[config.mk]
export PLATFORM = sky130hd
export DESIGN_NAME = serneg_ctrl_flat
export DESIGN_NICKNAME = d
export VERILOG_FILES = /design/src/rtl/serneg_pkg.sv /design/src/rtl/serneg_if.sv /design/src/rtl/serneg_capture.sv /design/src/rtl/serneg_ctrl.sv /design/src/flat_wrapper.sv
export SDC_FILE = /design/constraint.sdc
export NUM_CORES = 1
export LEC_CHECK = 0
export BUFFER_PORTS_ARGS = -buffer_cell sky130_fd_sc_hd__buf_2
export CORE_ASPECT_RATIO = 1.2
export CORE_MARGIN = 4
export CORE_UTILIZATION = 48
export DETAILED_ROUTE_END_ITERATION = 8
export PLACE_DENSITY = 0.78
export REMOVE_ABC_BUFFERS = 1
export SKIP_CTS_REPAIR_TIMING = 1
export SYNTH_ARGS = -nofsm -noshare
export SYNTH_HDL_FRONTEND = slang
export SYNTH_SLANG_ARGS = --single-unit
export TNS_END_PERCENT = 100
[constraint.sdc]
create_clock -name t_clk -period 1.5 [get_ports t_clk]
set_input_delay 0.075 -clock t_clk [delete_from_list [all_inputs] [get_ports t_clk]]
set_output_delay 0.075 -clock t_clk [all_outputs]
set_load 0.03 [all_outputs]
[src/rtl/serneg_pkg.sv]
// Shared definitions for the bit-serial negator controller:
// state encoding, latency bound and the most-negative constant helper.
package serneg_pkg;

  typedef enum logic [1:0] {
    IDLE  = 2'd0,
    SHIFT = 2'd1,
    DRAIN = 2'd2,
    DONE  = 2'd3
  } state_t;

  localparam int SER_LAT_MAX = 4;

  // Value 1 followed by width-1 zeros; callers truncate to their own width.
  function automatic logic [63:0] most_neg(input int width);
    return 64'd1 << (width - 1);
  endfunction

endpackage

[src/rtl/serneg_if.sv]
// Parallel word handshake between producer/consumer and the serial negator controller.
interface serneg_if #(parameter int WIDTH = 8);

  logic             in_valid;
  logic             in_ready;
  logic [WIDTH-1:0] in_data;
  logic             out_valid;
  logic             out_ready;
  logic [WIDTH-1:0] out_data;
  logic             out_ovf;

  modport master (
    output in_valid, in_data, out_ready,
    input  in_ready, out_valid, out_data, out_ovf
  );

  modport slave (
    input  in_valid, in_data, out_ready,
    output in_ready, out_valid, out_data, out_ovf
  );

endinterface

[src/rtl/serneg_capture.sv]
// Tracks issued serial bits through the negator latency and shifts the
// returned ser_y stream into a parallel result, LSB arriving first.
module serneg_capture
  import serneg_pkg::*;
#(
  parameter int WIDTH   = 8,
  parameter int SER_LAT = 1
) (
  input  logic             t_clk,
  input  logic             r_n,
  input  logic             issue,
  input  logic             ser_y,
  output logic [WIDTH-1:0] res,
  output logic             cap_done
);

  localparam int CNT_W = $clog2(WIDTH);

  logic             cap_en;
  logic [CNT_W-1:0] cap_cnt;

  generate
    if (SER_LAT == 0) begin : g_nodly
      assign cap_en = issue;
    end else begin : g_dly
      logic [SER_LAT-1:0] dly;

      always_ff @(posedge t_clk or negedge r_n) begin
        if (!r_n) begin
          dly <= '0;
        end else begin
          dly[0] <= issue;
          for (int i = 1; i < SER_LAT; i++) begin
            dly[i] <= dly[i-1];
          end
        end
      end

      assign cap_en = dly[SER_LAT-1];
    end
  endgenerate

  assign cap_done = cap_en && (cap_cnt == CNT_W'(WIDTH - 1));

  always_ff @(posedge t_clk or negedge r_n) begin
    if (!r_n) begin
      res     <= '0;
      cap_cnt <= '0;
    end else if (cap_en) begin
      res     <= {ser_y, res[WIDTH-1:1]};
      cap_cnt <= cap_done ? '0 : cap_cnt + CNT_W'(1);
    end
  end

endmodule

[src/rtl/serneg_ctrl.sv]
// Sequences one word at a time through an external bit-serial negator:
// parallel in, LSB-first serial out, deserialised result back to parallel.
module serneg_ctrl
  import serneg_pkg::*;
#(
  parameter int WIDTH   = 8,
  parameter int SER_LAT = 1
) (
  input  logic     t_clk,
  input  logic     r_n,
  serneg_if.slave  bus,
  output logic     busy,
  output logic     ser_i,
  output logic     ser_r,
  input  logic     ser_y
);

  localparam int               CNT_W    = $clog2(WIDTH);
  localparam logic [WIDTH-1:0] MOST_NEG = WIDTH'(most_neg(WIDTH));

  state_t           state, state_nxt;
  logic [CNT_W-1:0] k;
  logic [WIDTH-1:0] shreg;
  logic [WIDTH-1:0] res;
  logic             ovf_q;
  logic             accept;
  logic             last_bit;
  logic             cap_done;

  assign accept   = (state == IDLE) && bus.in_valid;
  assign last_bit = (k == CNT_W'(WIDTH - 1));

  always_ff @(posedge t_clk or negedge r_n) begin
    if (!r_n) begin
      state <= IDLE;
    end else begin
      state <= state_nxt;
    end
  end

  always_ff @(posedge t_clk or negedge r_n) begin
    if (!r_n) begin
      k     <= '0;
      shreg <= '0;
      ovf_q <= 1'b0;
    end else if (accept) begin
      k     <= '0;
      shreg <= bus.in_data;
      ovf_q <= (bus.in_data == MOST_NEG);
    end else if (state == SHIFT) begin
      k     <= last_bit ? '0 : k + CNT_W'(1);
      shreg <= {1'b0, shreg[WIDTH-1:1]};
    end
  end

  // ser_r is held high while idle so the negator's seen-one flag stays clear.
  always_comb begin
    state_nxt     = state;
    bus.in_ready  = 1'b0;
    bus.out_valid = 1'b0;
    bus.out_data  = res;
    bus.out_ovf   = ovf_q;
    busy          = 1'b1;
    ser_i         = 1'b0;
    ser_r         = 1'b0;
    case (state)
      IDLE: begin
        bus.in_ready = 1'b1;
        busy         = 1'b0;
        ser_r        = 1'b1;
        if (bus.in_valid) state_nxt = SHIFT;
      end
      SHIFT: begin
        ser_i = shreg[0];
        ser_r = (k == '0);
        if (last_bit) state_nxt = (SER_LAT > 0) ? DRAIN : DONE;
      end
      DRAIN: begin
        if (cap_done) state_nxt = DONE;
      end
      DONE: begin
        bus.out_valid = 1'b1;
        if (bus.out_ready) state_nxt = IDLE;
      end
      default: state_nxt = IDLE;
    endcase
  end

  serneg_capture #(
    .WIDTH   (WIDTH),
    .SER_LAT (SER_LAT)
  ) u_capture (
    .t_clk    (t_clk),
    .r_n      (r_n),
    .issue    (state == SHIFT),
    .ser_y    (ser_y),
    .res      (res),
    .cap_done (cap_done)
  );

endmodule

[src/flat_wrapper.sv]
// flat-port wrapper written by rule: the top's interface ports become plain ports
module serneg_ctrl_flat import serneg_pkg::*;
#(
  parameter int WIDTH   = 8,
  parameter int SER_LAT = 1
)
  (t_clk, r_n, busy, ser_i, ser_r, ser_y, bus_in_valid, bus_in_data, bus_out_ready, bus_in_ready, bus_out_valid, bus_out_data, bus_out_ovf);
  serneg_if #(.WIDTH(WIDTH)) bus_i ();
  input  logic t_clk;
  input  logic r_n;
  output logic busy;
  output logic ser_i;
  output logic ser_r;
  input  logic ser_y;
  input wire logic [$bits(bus_i.in_valid)-1:0] bus_in_valid;
  input wire logic [$bits(bus_i.in_data)-1:0] bus_in_data;
  input wire logic [$bits(bus_i.out_ready)-1:0] bus_out_ready;
  output wire logic [$bits(bus_i.in_ready)-1:0] bus_in_ready;
  output wire logic [$bits(bus_i.out_valid)-1:0] bus_out_valid;
  output wire logic [$bits(bus_i.out_data)-1:0] bus_out_data;
  output wire logic [$bits(bus_i.out_ovf)-1:0] bus_out_ovf;
  assign bus_i.in_valid = bus_in_valid;
  assign bus_i.in_data = bus_in_data;
  assign bus_i.out_ready = bus_out_ready;
  assign bus_in_ready = bus_i.in_ready;
  assign bus_out_valid = bus_i.out_valid;
  assign bus_out_data = bus_i.out_data;
  assign bus_out_ovf = bus_i.out_ovf;
  serneg_ctrl #(.WIDTH(WIDTH), .SER_LAT(SER_LAT)) u_core (.t_clk(t_clk), .r_n(r_n), .bus(bus_i), .busy(busy), .ser_i(ser_i), .ser_r(ser_r), .ser_y(ser_y));
endmodule
==> results.md <==
* IO Count at 27
* Outcome: finished, violations left
* CP Data Arrival Time at approximately 1900 ps
* Final Hold Vio Count at 1
* WP buf/inv at 1
* Area of the multi-input gates at 638 um2
* Final Non-Filler Cells at 191
* CP Capture Type: flip-flop
* Cell variety after synth at 23
* Area leader, netlist: dfrtp_1
* P_leak at 0.000838 uW
* Critical-path cell list: buf_6, ha_4, nor2b_4, a2111oi_4, mux2_4
* R2r setup slk at -180 ps
* WL/cell at 14.1 um
* H-tree depth at 1
* Max Root-Sink Buffers at 2
* Placed Instances at 169
* Die height at roughly 64 um
* First-pass iteration count of the detailed router at 4
* Worst reg-to-reg path cell count at 5
* Placed Area at between 0.001 and 0.0015 mm2
* R2R Path Start: u_core.state[0]
* Die X at roughly 55 um
* Slew margin rel. at ~62%
* Max VDD drop at 1.23 mV
* RR Endpoint: u_core.state[1]
* Worst min path class: input port to flip-flop
* Period utilization at 112%
* CP Depth at 5
* Routability cong. at 0.724
* Die ar. at 0.00354 mm2
* Fin worst setup slack at -178 ps
* Syn. warnings at 0
* Startpoint Class: flip-flop
* First-pass GRT wire length at 3.70 mm
* Yosys top cell area share at between 50% and 60%
* FILL cells at 190
* Hold depth at 3
* Unrepaired setup endpoints after global routing: yes
* Share of cells above drive strength 1 at 44.3%
* Dpl hpwl at 1.73 mm
* Initial DRC Count at 7
* Row cnt at 20
* Sequential-to-total area share from yosys stat at about half
* Placement Setup Slack at -198 ps
* Initial Util at 50.3%
* Worst skew pair latency at 330 ps
* Final wirelength at between 2 and 3 mm
* Final min period at roughly 1700 ps
* Critical-path maximum fanout at 3
* Largest net degree at the start of global routing at 27
* Ant. Diodes at 0
* Family with the most delay on the worst path: flip-flops
* Fin. max-slew vios at 0
* Area of the core at 0.00253 mm2
* Gr ovfl total at 0
* Vias in the first global route at 909
* CTS tree: yes
* Hold slack at -23.9 ps
* Critical path type: flip-flop to flip-flop
* Finish-stage setup viols at 3
* Syn Inst Count at 107
* Worst-Margin Slew at 571 ps
* Post-detailed-route DRC marker count at 0
* Worst Setup SP: u_core.state[0]
* Worst Setup EP: u_core.state[1]
* Initial antenna violation count at 0
* DR vias at 955
* FF+latch count, synth at 26
* Clock Skew at 11.0 ps
* DRT antenna net count at 0
* TritonCTS Buffers at 3
* Clk pin slew, worst setup/hold paths at 140 ps
* Ranking of synthesized cells by area: dfrtp_1 51%, ha_1 9.8%, mux2i_1 8.7%, mux2_2 8.0%, o21ai_0 4.3%
* Nets at around 180
* Total Routing Usage GR at between 10% and 20%
* Failing checks: negative hold slack, negative setup slack
* Root Buffer: clkbuf_4
* PortBufs at 26
* Mean post-synth cell area at between 10 and 15 um2
* CP peak stage delay at 420 ps
* Max cap viols at 0
* Power Dens Cells at 2270 mW/mm2
* Syn-to-layout area delta at 38.3%
* Mapped Area at ~0.0013 mm2
* Post-Route Utilization at 69.6%
* CP max stage cell: dfrtp_1
* CTS Sinks at 26
* CP required at approximately 1700 ps
* Drt via density at roughly 5.0
* Register Area at 651 um2
* Max Clk Rate at just under 600 MHz
* Fin area at 0.00176 mm2
Yosys cell counts (all sizes together):
cell     count
dfrtp       26
mux2i       11
nand2       11
o21ai       11
ha          10
mux2        10
inv          8
nor2         3
nor2b        3
and2         2
buf          2
clkbuf       2
a2111oi      1
nand2b       1
nand3        1
nand3b       1
nor4         1
nor4b        1
o32a         1
or3          1
through the flow:
step,power (uW),hold slack (ps),setup TNS [ps]
after floorplan,2570,-221,-1860
after global placement,3040,97.7,-686
after detailed placement,3160,101,-1990
after CTS,3510,-264,-2870
after global routing,4280,-4.01,-731
final,3990,-23.9,-373
worst min-delay path: cells and delay by family:
| family | cells | cell delay, ps |
|---|---|---|
| AND/OR/NAND/NOR | 1 | 50 |
| AO/OA/AOI/OAI | 1 | 60 |
| buffers and inverters | 1 | 90 |
metal layers:
| layer | vias to the layer above | global-route usage (%) | wire length, um |
|---|---|---|---|
| met2 | 24 | 23.1 | 1400 |
| li1 | 466 | - | - |
| met3 | 4 | 2.56 | 105 |
| met4 | 0 | 6.38 | 51 |
| met1 | 461 | 16.8 | 1130 |
| met5 | - | 0 | 0 |
area by class of cell:
| cell class | count | share of cell area [%] |
|---|---|---|
| inverters | 8 | 1.71 |
| well taps | 33 | 2.35 |
| repair buffers | 51 | 20.6 |
| flip-flops and latches | 26 | 37.0 |
| multi-input cells | 69 | 36.3 |
| clock buffers | 4 | 2.06 |
kinds of logic after synthesis:
| kind of cell | synth area share (%) |
|---|---|
| mux | 17.5 |
| buf+inv | 3.74 |
| flops | 51.1 |
| compound gates | 7.28 |
| fa+ha+maj | 9.83 |
| simple gates | 10.5 |
where the power goes:
| group | switching [uW] | leakage (uW) | internal (uW) |
|---|---|---|---|
| sequential | 213 | 0.000321 | 1040 |
| combinational | 1190 | 0.000496 | 1190 |
| clock | 208 | 0.0000210 | 149 |
worst min-delay path by stage:
stage / start / end / slack, ps
after global routing: bus_in_data[0] / u_core.shreg[0] / -4
after detailed placement: r_n / u_core.u_capture.res[0] / 100
after floorplan: r_n / u_core.bus.out_ovf / -220
after CTS: r_n / u_core.u_capture.res[7] / -260
after global placement: r_n / u_core.u_capture.res[0] / 100
final: bus_in_data[0] / u_core.shreg[0] / -20
registers in the layout (all words and copies together) (netlist names):
register	flops
u_core.shreg	8
u_core.bus.out_ovf	1
u_core.k	3
u_core.u_capture.res	8
u_core.u_capture.cap_cnt	3
u_core.u_capture.cap_en	1
u_core.state	2
cells in the final DEF (no fill, tap or decap), drive strengths merged, types with 2 or more instances in the layout:
master | synthesis | layout
and2 | 2 | 2
mux2i | 11 | 11
nand2 | 11 | 11
inv | 8 | 8
ha | 10 | 10
nor2b | 3 | 3
o21ai | 11 | 11
clkbuf | 2 | 4
dlygate4sd3 | 0 | 9
buf | 2 | 42
dfrtp | 26 | 26
nor2 | 3 | 3
mux2 | 10 | 10
(Power assumes the default switching activity.)
